`src/rtl/dmem_access_ctrl.sv`:
```
// -----------------------------------------------------------------------------
// dmem_access_ctrl
//
// Load/store sequencer between the MEM pipeline stage and a word-only data
// memory port. One request is accepted at a time (only from IDLE) and its
// address, funct3 and store data are registered. Sub-word stores become a
// read-modify-write of the containing word. Sub-word loads are extracted and
// sign/zero extended. Misaligned or illegal requests complete with ERR=1 and
// never touch memory.
//
// Ports
//   CLK, RESET           clock; synchronous active-high reset
//   REQ_READ, REQ_WRITE  load / store request (sampled in IDLE only)
//   FUNCT3, ADDR, WDATA  RV32 funct3, byte address, store data
//   RDATA                extended load result (registered, valid with DONE)
//   BUSY                 high while a memory phase is in progress
//   DONE                 one-cycle completion pulse
//   ERR                  illegal/misaligned flag, valid with DONE
//   MEM_READ, MEM_WRITE  2'b11 = word read / word write, else 2'b00
//   MEM_ADDR             word-aligned address of the latched request
//   MEM_WDATA            word to write
//   MEM_RDATA            combinational read data from memory
// -----------------------------------------------------------------------------
module dmem_access_ctrl (
  input  logic        CLK,
  input  logic        RESET,
  input  logic        REQ_READ,
  input  logic        REQ_WRITE,
  input  logic [2:0]  FUNCT3,
  input  logic [31:0] ADDR,
  input  logic [31:0] WDATA,
  output logic [31:0] RDATA,
  output logic        BUSY,
  output logic        DONE,
  output logic        ERR,
  output logic [1:0]  MEM_READ,
  output logic [1:0]  MEM_WRITE,
  output logic [31:0] MEM_ADDR,
  output logic [31:0] MEM_WDATA,
  input  logic [31:0] MEM_RDATA
);

  // RV32 load/store funct3 encodings (stores use only B, H, W).
  localparam logic [2:0] F_B  = 3'b000;
  localparam logic [2:0] F_H  = 3'b001;
  localparam logic [2:0] F_W  = 3'b010;
  localparam logic [2:0] F_BU = 3'b100;
  localparam logic [2:0] F_HU = 3'b101;

  typedef enum logic [2:0] {
    S_IDLE,
    S_LD,
    S_WR,
    S_RMW_RD,
    S_RMW_WR,
    S_RESP
  } state_e;

  state_e      state_q, state_d;
  logic [31:0] a_q, a_d;          // latched byte address
  logic [2:0]  f_q, f_d;          // latched funct3
  logic [31:0] d_q, d_d;          // latched store data
  logic [31:0] merge_q, merge_d;  // merged word for sub-word stores
  logic [31:0] rdata_q, rdata_d;
  logic        err_q, err_d;

  logic        accept;
  logic        legal;

  // ---------------------------------------------------------------------------
  // Load extraction: pick the lane addressed by the low address bits and
  // extend it according to funct3.
  // ---------------------------------------------------------------------------
  function automatic logic [31:0] load_extract(input logic [31:0] word,
                                               input logic [1:0]  lane,
                                               input logic [2:0]  f);
    logic [7:0]  b;
    logic [15:0] h;
    logic [31:0] r;
    case (lane)
      2'd0:    b = word[7:0];
      2'd1:    b = word[15:8];
      2'd2:    b = word[23:16];
      default: b = word[31:24];
    endcase
    h = lane[1] ? word[31:16] : word[15:0];
    case (f)
      F_B:     r = {{24{b[7]}}, b};
      F_BU:    r = {24'h0, b};
      F_H:     r = {{16{h[15]}}, h};
      F_HU:    r = {16'h0, h};
      default: r = word;
    endcase
    return r;
  endfunction

  // ---------------------------------------------------------------------------
  // Store merge: overwrite only the addressed byte/half of the read word.
  // ---------------------------------------------------------------------------
  function automatic logic [31:0] store_merge(input logic [31:0] word,
                                              input logic [31:0] data,
                                              input logic [1:0]  lane,
                                              input logic [2:0]  f);
    logic [31:0] r;
    r = word;
    if (f == F_B) begin
      case (lane)
        2'd0:    r[7:0]   = data[7:0];
        2'd1:    r[15:8]  = data[7:0];
        2'd2:    r[23:16] = data[7:0];
        default: r[31:24] = data[7:0];
      endcase
    end else if (lane[1]) begin
      r[31:16] = data[15:0];
    end else begin
      r[15:0] = data[15:0];
    end
    return r;
  endfunction

  // ---------------------------------------------------------------------------
  // Legality of the request currently presented on the inputs. Both request
  // lines high is illegal, as is any funct3 outside the load/store sets or an
  // access that is not naturally aligned.
  // ---------------------------------------------------------------------------
  // NOTE: every signal assigned in an always_comb gets a default first, so no
  // path can leave it unassigned and infer a latch.
  always_comb begin
    legal = 1'b0;
    if (REQ_READ ^ REQ_WRITE) begin
      case (FUNCT3)
        F_B:     legal = 1'b1;
        F_H:     legal = ~ADDR[0];
        F_W:     legal = (ADDR[1:0] == 2'b00);
        F_BU:    legal = REQ_READ;
        F_HU:    legal = REQ_READ & ~ADDR[0];
        default: legal = 1'b0;
      endcase
    end
  end

  assign accept = (state_q == S_IDLE) && (REQ_READ || REQ_WRITE);

  // ---------------------------------------------------------------------------
  // Next-state logic
  // ---------------------------------------------------------------------------
  always_comb begin
    state_d = state_q;
    case (state_q)
      S_IDLE: begin
        if (REQ_READ || REQ_WRITE) begin
          if (!legal)              state_d = S_RESP;
          else if (REQ_READ)       state_d = S_LD;
          else if (FUNCT3 == F_W)  state_d = S_WR;
          else                     state_d = S_RMW_RD;
        end
      end
      S_LD:     state_d = S_RESP;
      S_WR:     state_d = S_RESP;
      S_RMW_RD: state_d = S_RMW_WR;
      S_RMW_WR: state_d = S_RESP;
      S_RESP:   state_d = S_IDLE;
      default:  state_d = S_IDLE;
    endcase
  end

  // ---------------------------------------------------------------------------
  // Datapath next-state
  // ---------------------------------------------------------------------------
  always_comb begin
    a_d     = a_q;
    f_d     = f_q;
    d_d     = d_q;
    merge_d = merge_q;
    rdata_d = rdata_q;
    err_d   = err_q;

    if (accept) begin
      a_d   = ADDR;
      f_d   = FUNCT3;
      d_d   = WDATA;
      err_d = ~legal;
      // A rejected request reports a zero result; legal stores keep RDATA.
      if (!legal) rdata_d = 32'h0;
    end

    if (state_q == S_LD)
      rdata_d = load_extract(MEM_RDATA, a_q[1:0], f_q);

    if (state_q == S_RMW_RD)
      merge_d = store_merge(MEM_RDATA, d_q, a_q[1:0], f_q);
  end

  // ---------------------------------------------------------------------------
  // State registers
  // ---------------------------------------------------------------------------
  // NOTE: sequential state uses non-blocking assignments so every register
  // samples the pre-edge values regardless of statement order.
  always_ff @(posedge CLK) begin
    if (RESET) begin
      state_q <= S_IDLE;
      a_q     <= 32'h0;
      f_q     <= 3'h0;
      d_q     <= 32'h0;
      merge_q <= 32'h0;
      rdata_q <= 32'h0;
      err_q   <= 1'b0;
    end else begin
      state_q <= state_d;
      a_q     <= a_d;
      f_q     <= f_d;
      d_q     <= d_d;
      merge_q <= merge_d;
      rdata_q <= rdata_d;
      err_q   <= err_d;
    end
  end

  // ---------------------------------------------------------------------------
  // Outputs
  // ---------------------------------------------------------------------------
  always_comb begin
    BUSY      = 1'b0;
    DONE      = 1'b0;
    MEM_READ  = 2'b00;
    MEM_WRITE = 2'b00;
    MEM_WDATA = 32'h0;
    case (state_q)
      S_LD: begin
        BUSY     = 1'b1;
        MEM_READ = 2'b11;
      end
      S_RMW_RD: begin
        BUSY     = 1'b1;
        MEM_READ = 2'b11;
      end
      S_WR: begin
        BUSY      = 1'b1;
        // Gating by RESET keeps an aborted store from landing in memory.
        MEM_WRITE = RESET ? 2'b00 : 2'b11;
        MEM_WDATA = d_q;
      end
      S_RMW_WR: begin
        BUSY      = 1'b1;
        MEM_WRITE = RESET ? 2'b00 : 2'b11;
        MEM_WDATA = merge_q;
      end
      S_RESP:  DONE = 1'b1;
      default: ;
    endcase
  end

  assign MEM_ADDR = {a_q[31:2], 2'b00};
  assign RDATA    = rdata_q;
  assign ERR      = err_q;

endmodule
```
`config.mk`:
```
export PLATFORM = sky130hd
export DESIGN_NAME = dmem_access_ctrl
export DESIGN_NICKNAME = d
export VERILOG_FILES = /design/src/rtl/dmem_access_ctrl.sv
export SDC_FILE = /design/constraint.sdc
export NUM_CORES = 1
export LEC_CHECK = 0
export CAP_MARGIN = 20
export CORE_MARGIN = 2
export CORE_UTILIZATION = 40
export CTS_CLUSTER_DIAMETER = 200
export DETAILED_ROUTE_END_ITERATION = 6
export GPL_ROUTABILITY_DRIVEN = 0
export HOLD_SLACK_MARGIN = 0.15
export PLACE_DENSITY = 0.72
export RECOVER_POWER = 100
export REMOVE_ABC_BUFFERS = 1
export SLEW_MARGIN = 15
export SYNTH_ARGS = -nofsm -noshare
export SYNTH_HDL_FRONTEND = slang
export SYNTH_SLANG_ARGS = --single-unit
```
`constraint.sdc`:
```
create_clock -name CLK -period 2.57 [get_ports CLK]
set_clock_uncertainty 0.1 [all_clocks]
set_input_delay 0.514 -clock CLK [delete_from_list [all_inputs] [get_ports CLK]]
set_output_delay 0.514 -clock CLK [all_outputs]
set_load 0.02 [all_outputs]
```
Word level (Yosys, flattened, before mapping)
Index checks and enable logic that the tools add are counted.
{"block": "word_totals", "register_bits": 135, "input_bits": 103, "word_cells": 67}
{"block": "classes", "eq_ne": 16, "muxes": 26, "bitwise": 4, "n_reduce_logical": 14}
{"op": "2-to-1 mux 32 bit", "count": 4}
{"op": "one-hot mux 32 bit (4 select lines)", "count": 1}
{"op": "one-hot mux 32 bit (2 select lines)", "count": 1}
{"op": "2-to-1 mux 16 bit", "count": 3}
{"op": "2-to-1 mux 8 bit", "count": 4}
{"op": "one-hot mux 8 bit (3 select lines)", "count": 1}
{"op": "== test 3 bit, second input constant", "count": 6}
{"op": "== test 3 x 1 -> 1 bit, second input constant", "count": 3}
{"op": "== test 3 x 2 -> 1 bit, second input constant", "count": 3}
{"op": "zero test 3 bit", "count": 3}
{"op": "one-hot mux 3 bit (3 select lines)", "count": 1}
{"op": "2-to-1 mux 2 bit", "count": 4}
{"op": "2-to-1 mux 3 bit", "count": 2}
{"op": "OR reduction 3 bit", "count": 2}
{"op": "one-hot mux 1 bit (5 select lines)", "count": 1}
{"op": "zero test 2 bit", "count": 2}
{"op": "2-to-1 mux 1 bit", "count": 4}
{"op": "inequality test 2 x 1 -> 1 bit, second input constant", "count": 2}
{"op": "OR reduction 2 bit", "count": 2}
{"op": "OR reduction 4 bit", "count": 1}
{"op": "== test 2 x 1 -> 1 bit, second input constant", "count": 1}
{"op": "== test 2 bit, second input constant", "count": 1}
{"op": "NOT 1 bit", "count": 2}
{"op": "AND reduction 2 bit", "count": 1}
{"op": "other kinds (5)", "count": 5}

Depth between registers and ports, before layout
{"block": "depth", "ltp_word": 7, "depth_mapped": 8, "depth_no_buf": 6}

Worst setup path after synthesis
Ideal clock, no wire load.
{"block": "synth_timing", "kind": "register -> output", "start": "register state_q[1]", "end": "output port MEM_WRITE[1]", "arrival_ns": 2.003, "t_required_ns": 1.956, "slack_ns": -0.047, "path_stages_with_launch": 7, "path_buffers": 3, "path_cell_list": "dfxtp_1 > clkbuf_1 > nor3b_1 > clkbuf_1 > nor2_1 > nor2_1 > buf_4"}
{"block": "synth_between", "elab_chain_len": 3, "elab_cells_between_ends": 4, "classes_between": "eq/ne: 2; mux: 1; reduce/logical: 1"}
{"element": "start, declared", "line": "59", "rtl": "state_e state_q, state_d;"}
{"element": "start signal, assigned", "line": "209", "rtl": "state_q <= state_d;"}
{"element": "== test 3 bit or == test 3 x 2 -> 1 bit (tied branches)", "line": "228", "rtl": "case (state_q)"}
{"element": "OR reduction 2 bit (no source line) *"}
{"element": "2-to-1 mux 2 bit *"}
{"element": "end, declared", "line": "37", "rtl": "output logic [1:0] MEM_WRITE,"}
Mark *: on every way between the ends. The rest lies on a longest branch, timed or not.

Final worst setup path
{"block": "layout_timing", "start": "input port REQ_READ", "end": "register rdata_q[19], in the netlist RDATA[19]"}
{"block": "layout_between", "elab_chain_len": 5, "elab_cells_between_ends": 9, "classes_between": "eq/ne: 1; mux: 2; bitwise: 2; reduce/logical: 4"}
{"element": "start, declared", "line": "27", "rtl": "input logic REQ_READ,"}
{"element": "bitwise AND 1 bit", "line": "136", "rtl": "F_HU: legal = REQ_READ & ~ADDR[0];"}
{"element": "one-hot mux 1 bit (5 select lines)", "line": "131", "rtl": "case (FUNCT3)"}
{"element": "2-to-1 mux 1 bit", "line": "130", "rtl": "if (REQ_READ ^ REQ_WRITE) begin"}
{"element": "inequality test 2 x 1 -> 1 bit (no source line)"}
{"element": "AND reduction 2 bit (no source line) *"}
{"element": "end signal, assigned", "line": "214", "rtl": "rdata_q <= rdata_d;"}
{"element": "end, declared", "line": "64", "rtl": "logic [31:0] rdata_q, rdata_d;"}
Marked as above.
A chain may end at the register's enable or synchronous reset.

==> flow_metrics.tcl <==
set metrics [dict create \
    min_path_type "reg -> reg" \
    chipWidth_um 128 \
    regToRegStartpoint "state_q[2]$_SDFFE_PP0P_" \
    start_util_pct 40.6 \
    vdd_ir_drop_max_mv 0.490 \
    antennaDiodeCount 0 \
    outcome "finished, violations left" \
    core_region_area_um2 15100 \
    final_util_pct 58.8 \
    number_of_global_route_vias_before_repair 5544 \
    critical_path_peak_fanout 12 \
    leakagePower_nw 3.76 \
    syn-instance-count 725 \
    timing_max_transition_violations_final 0 \
    worstSetupEndpointType "flop" \
    timing.critical_path.slowest_cell_delay_ns 0.60 \
    finalWorstPathRequiredPeriod_ns 2.59 \
    drt-pass1-iter-count 6 \
    violated_checks "negative setup slack" \
    sink_count_of_the_clock_tree 135 \
    yosys.cell_types.count 46 \
    final_layout_size_suffix_gt1_share_pct 11.2 \
    globalRoute.totalOverflow 0 \
    grt_max_degree 70 \
    placedCellCount 1061 \
    ff2ff_path_depth 5 \
    detailedPlacementHpwl_um 12800 \
    synthToLayoutAreaGrowth_pct 44.8 \
    dr_total_vias 5878 \
    cp_data_arrival_time_ns 2.80 \
    antenna_violations_before_repair 0 \
    syn-mean-instance-area_um2 8.44 \
    final.hold.worst_slack_ns 0.349 \
    criticalPathCategory "in -> reg" \
    cts-root-to-sink-buffers 2 \
    synth-async-reset-ratio_pct 0 \
    tritoncts "yes" \
    clock_latency_on_the_worst_skew_pair_ns 0.42 \
    tritoncts.num_buffers 17 \
    layout_commonest_cell "nand2_1" \
    final_antenna_net_count 0 \
    clkSlewWorstSetupHoldPaths_ns 0.06 \
    max_freq_mhz 386 \
    track_usage_pct 23.2 \
    setup.worst_path.start_class "input pin" \
    grt_pass1_wl_um 29400 \
    htreeDepth 4 \
    buffer_ports.inserted 203 \
    r2r_setup_slack_ns 0.13 \
    number_of_synthesized_flops_with_an_enable_pin 0 \
    hold_buffers 0 \
    detail_route.wirelength_um 19400 \
    slowest_cell_on_crit_path "or4_2" \
    hold-path-cell-count 2 \
    die_y_um 128 \
    register_bit_total_from_synthesis 135 \
    fin_cells 1100 \
    tightestPinTransition_ns 1.20 \
    setup_viol_count_final 9 \
    post-route-drc-count 0 \
    post-place-ws_ns -0.378 \
    die_area_um2 16300 \
    ys_dominant_reg_cell "dfxtp_1" \
    hold_viol 0 \
    ys_warn_count 0 \
    maxCapViolations 0 \
    pin_count 206 \
    powerDensity_nw_per_um2 664 \
    timing.critical_path.cells "clkdlybuf4s50_1 -> inv_1 -> ha_1 -> or4_2 -> a211oi_4 -> a211oi_2 -> a221o_1" \
    initialDrtViolationCount 486 \
    postLayoutSetupSlackWorst_ns -0.0233 \
    fin_crit_sh_pct 101 \
    hold_end "merge_q[19]$_SDFFE_PP0P_" \
    wire_per_inst_um 17.7 \
    critical_path_required_ns 2.78 \
    seq_area_frac_synth_pct 44.1 \
    viasPerCell 5.34 \
    hold_path_startpoint "merge_q[19]$_SDFFE_PP0P_" \
    rsz0062_at_grt "true" \
    critical_path.reg2reg.endpoint "RDATA[19]$_SDFFE_PP0P_" \
    syn_area_um2 6120 \
    placementRows 45 \
    nNetsFinal 1003 \
    max_slew_margin_pct 19.8 \
    commonest_cells_after_routing_fill_and_taps_aside "175 x nand2_1, 132 x dfxtp_1, 105 x clkdlybuf4s50_1, 77 x a21oi_1, 63 x dlygate4sd3_1" \
    cts-root-buf "clkbuf_16" \
]
==> synth_stat cells, drive strengths merged, types with 6 or more instances <==
master / number / area [um^2]
a32o: 6 / 60.1
mux2i: 33 / 330
inv: 13 / 48.8
nand2b: 18 / 113
a221o: 16 / 160
buf: 46 / 327
a21o: 9 / 67.6
o21ai: 31 / 159
nor2: 14 / 52.6
clkbuf: 43 / 161
o22ai: 7 / 43.8
o2bb2ai: 14 / 123
a221oi: 8 / 70.1
a22o: 35 / 307
o211ai: 6 / 45.0
dfxtp: 135 / 2700
a21oi: 78 / 394
nand2: 175 / 657
==> metal layers <==
layer / share of wire (%) / wire [um] / GRT usage, %
met5: 0 / 0 / 0
met4: 1.3 / 259 / 6.08
met3: 8.5 / 1640 / 7.97
met2: 47 / 9060 / 37.0
met1: 44 / 8450 / 30.1
==> repair_timing <==
| item | in CTS | in global routing |
|---|---|---|
| resized for setup | 76 | 3 |
| cloned | 2 | 1 |
| setup endpoints to repair | 35 | 22 |
| setup buffers | 2 | 2 |
| pin swaps | 0 | 1 |
==> through the flow <==
stage	setup TNS [ns]	power [mW]	instance area, um^2
floorplan	-211.73	2.90	5640
global placement	-16.53	3.48	8220
detailed placement	-18.92	3.49	8220
CTS	-0.0402	5.95	8850
global route	-0.668	6.13	8870
finish	-0.163	5.88	8870
==> registers in the layout, summed over array words and instances, names as in the netlist <==
name     cells
state_q      3
RDATA       32
a_q         32
ERR          1
f_q          3
merge_q     32
d_q         32
==> how the worst max path moves through the flow <==
stage,endpoint,depth (start not counted),slack [ns],from
3_5_place_dp,RDATA[2]$_SDFFE_PP0P_,7,-0.38,FUNCT3[0]
3_3_place_gp,RDATA[5]$_SDFFE_PP0P_,7,-0.32,REQ_READ
4_1_cts,MEM_WDATA[11],5,-0.03,state_q[1]$_SDFFE_PP0P_
6_report,RDATA[19]$_SDFFE_PP0P_,7,-0.02,REQ_READ
2_1_floorplan,RDATA[16]$_SDFFE_PP0P_,5,-2.80,REQ_READ
5_1_grt,RDATA[25]$_SDFFE_PP0P_,7,-0.08,REQ_READ
==> critical path: cells and delay by family <==
family	cells	cell delay, ns
AOI/OAI and AO/OA	3	0.96
and+or+nand+nor	1	0.60
buffers and inverters	2	0.52
adders and majority gates	1	0.19
==> power by group <==
part / internal [mW] / total [mW] / leakage, nW / switching (mW)
registers: 2.22 / 2.31 / 1.10 / 0.0883
logic: 0.528 / 1.15 / 2.37 / 0.619
clock network: 1.52 / 2.43 / 0.286 / 0.903
total: 4.27 / 5.88 / 3.76 / 1.61
==> layout make-up <==
cell class                      instances  area (um^2)
Fill cell                            1410         6220
Multi-Input combinational cell        490         2950
Sequential cell                       135         2710
Timing Repair Buffer                  242         2330
Clock buffer                           24          492
Tap cell                              188          235
Clock inverter                          8         95.1
Inverter                               13         48.8
==> kinds of logic (layout without fill, tap and decap cells) <==
kind of cell,after synthesis,count (layout),synth area share (%)
buffers and inverters,102,287,8.77
AO/OA/AOI/OAI,219,220,24.6
other,1,2,0.0613
multiplexers,35,35,5.76
flip-flops,135,135,44.1
adder cells (fa/ha/maj),1,1,0.204
AND/OR/NAND/NOR,232,232,16.4
Note: power is estimated with default switching activity, not from simulation.
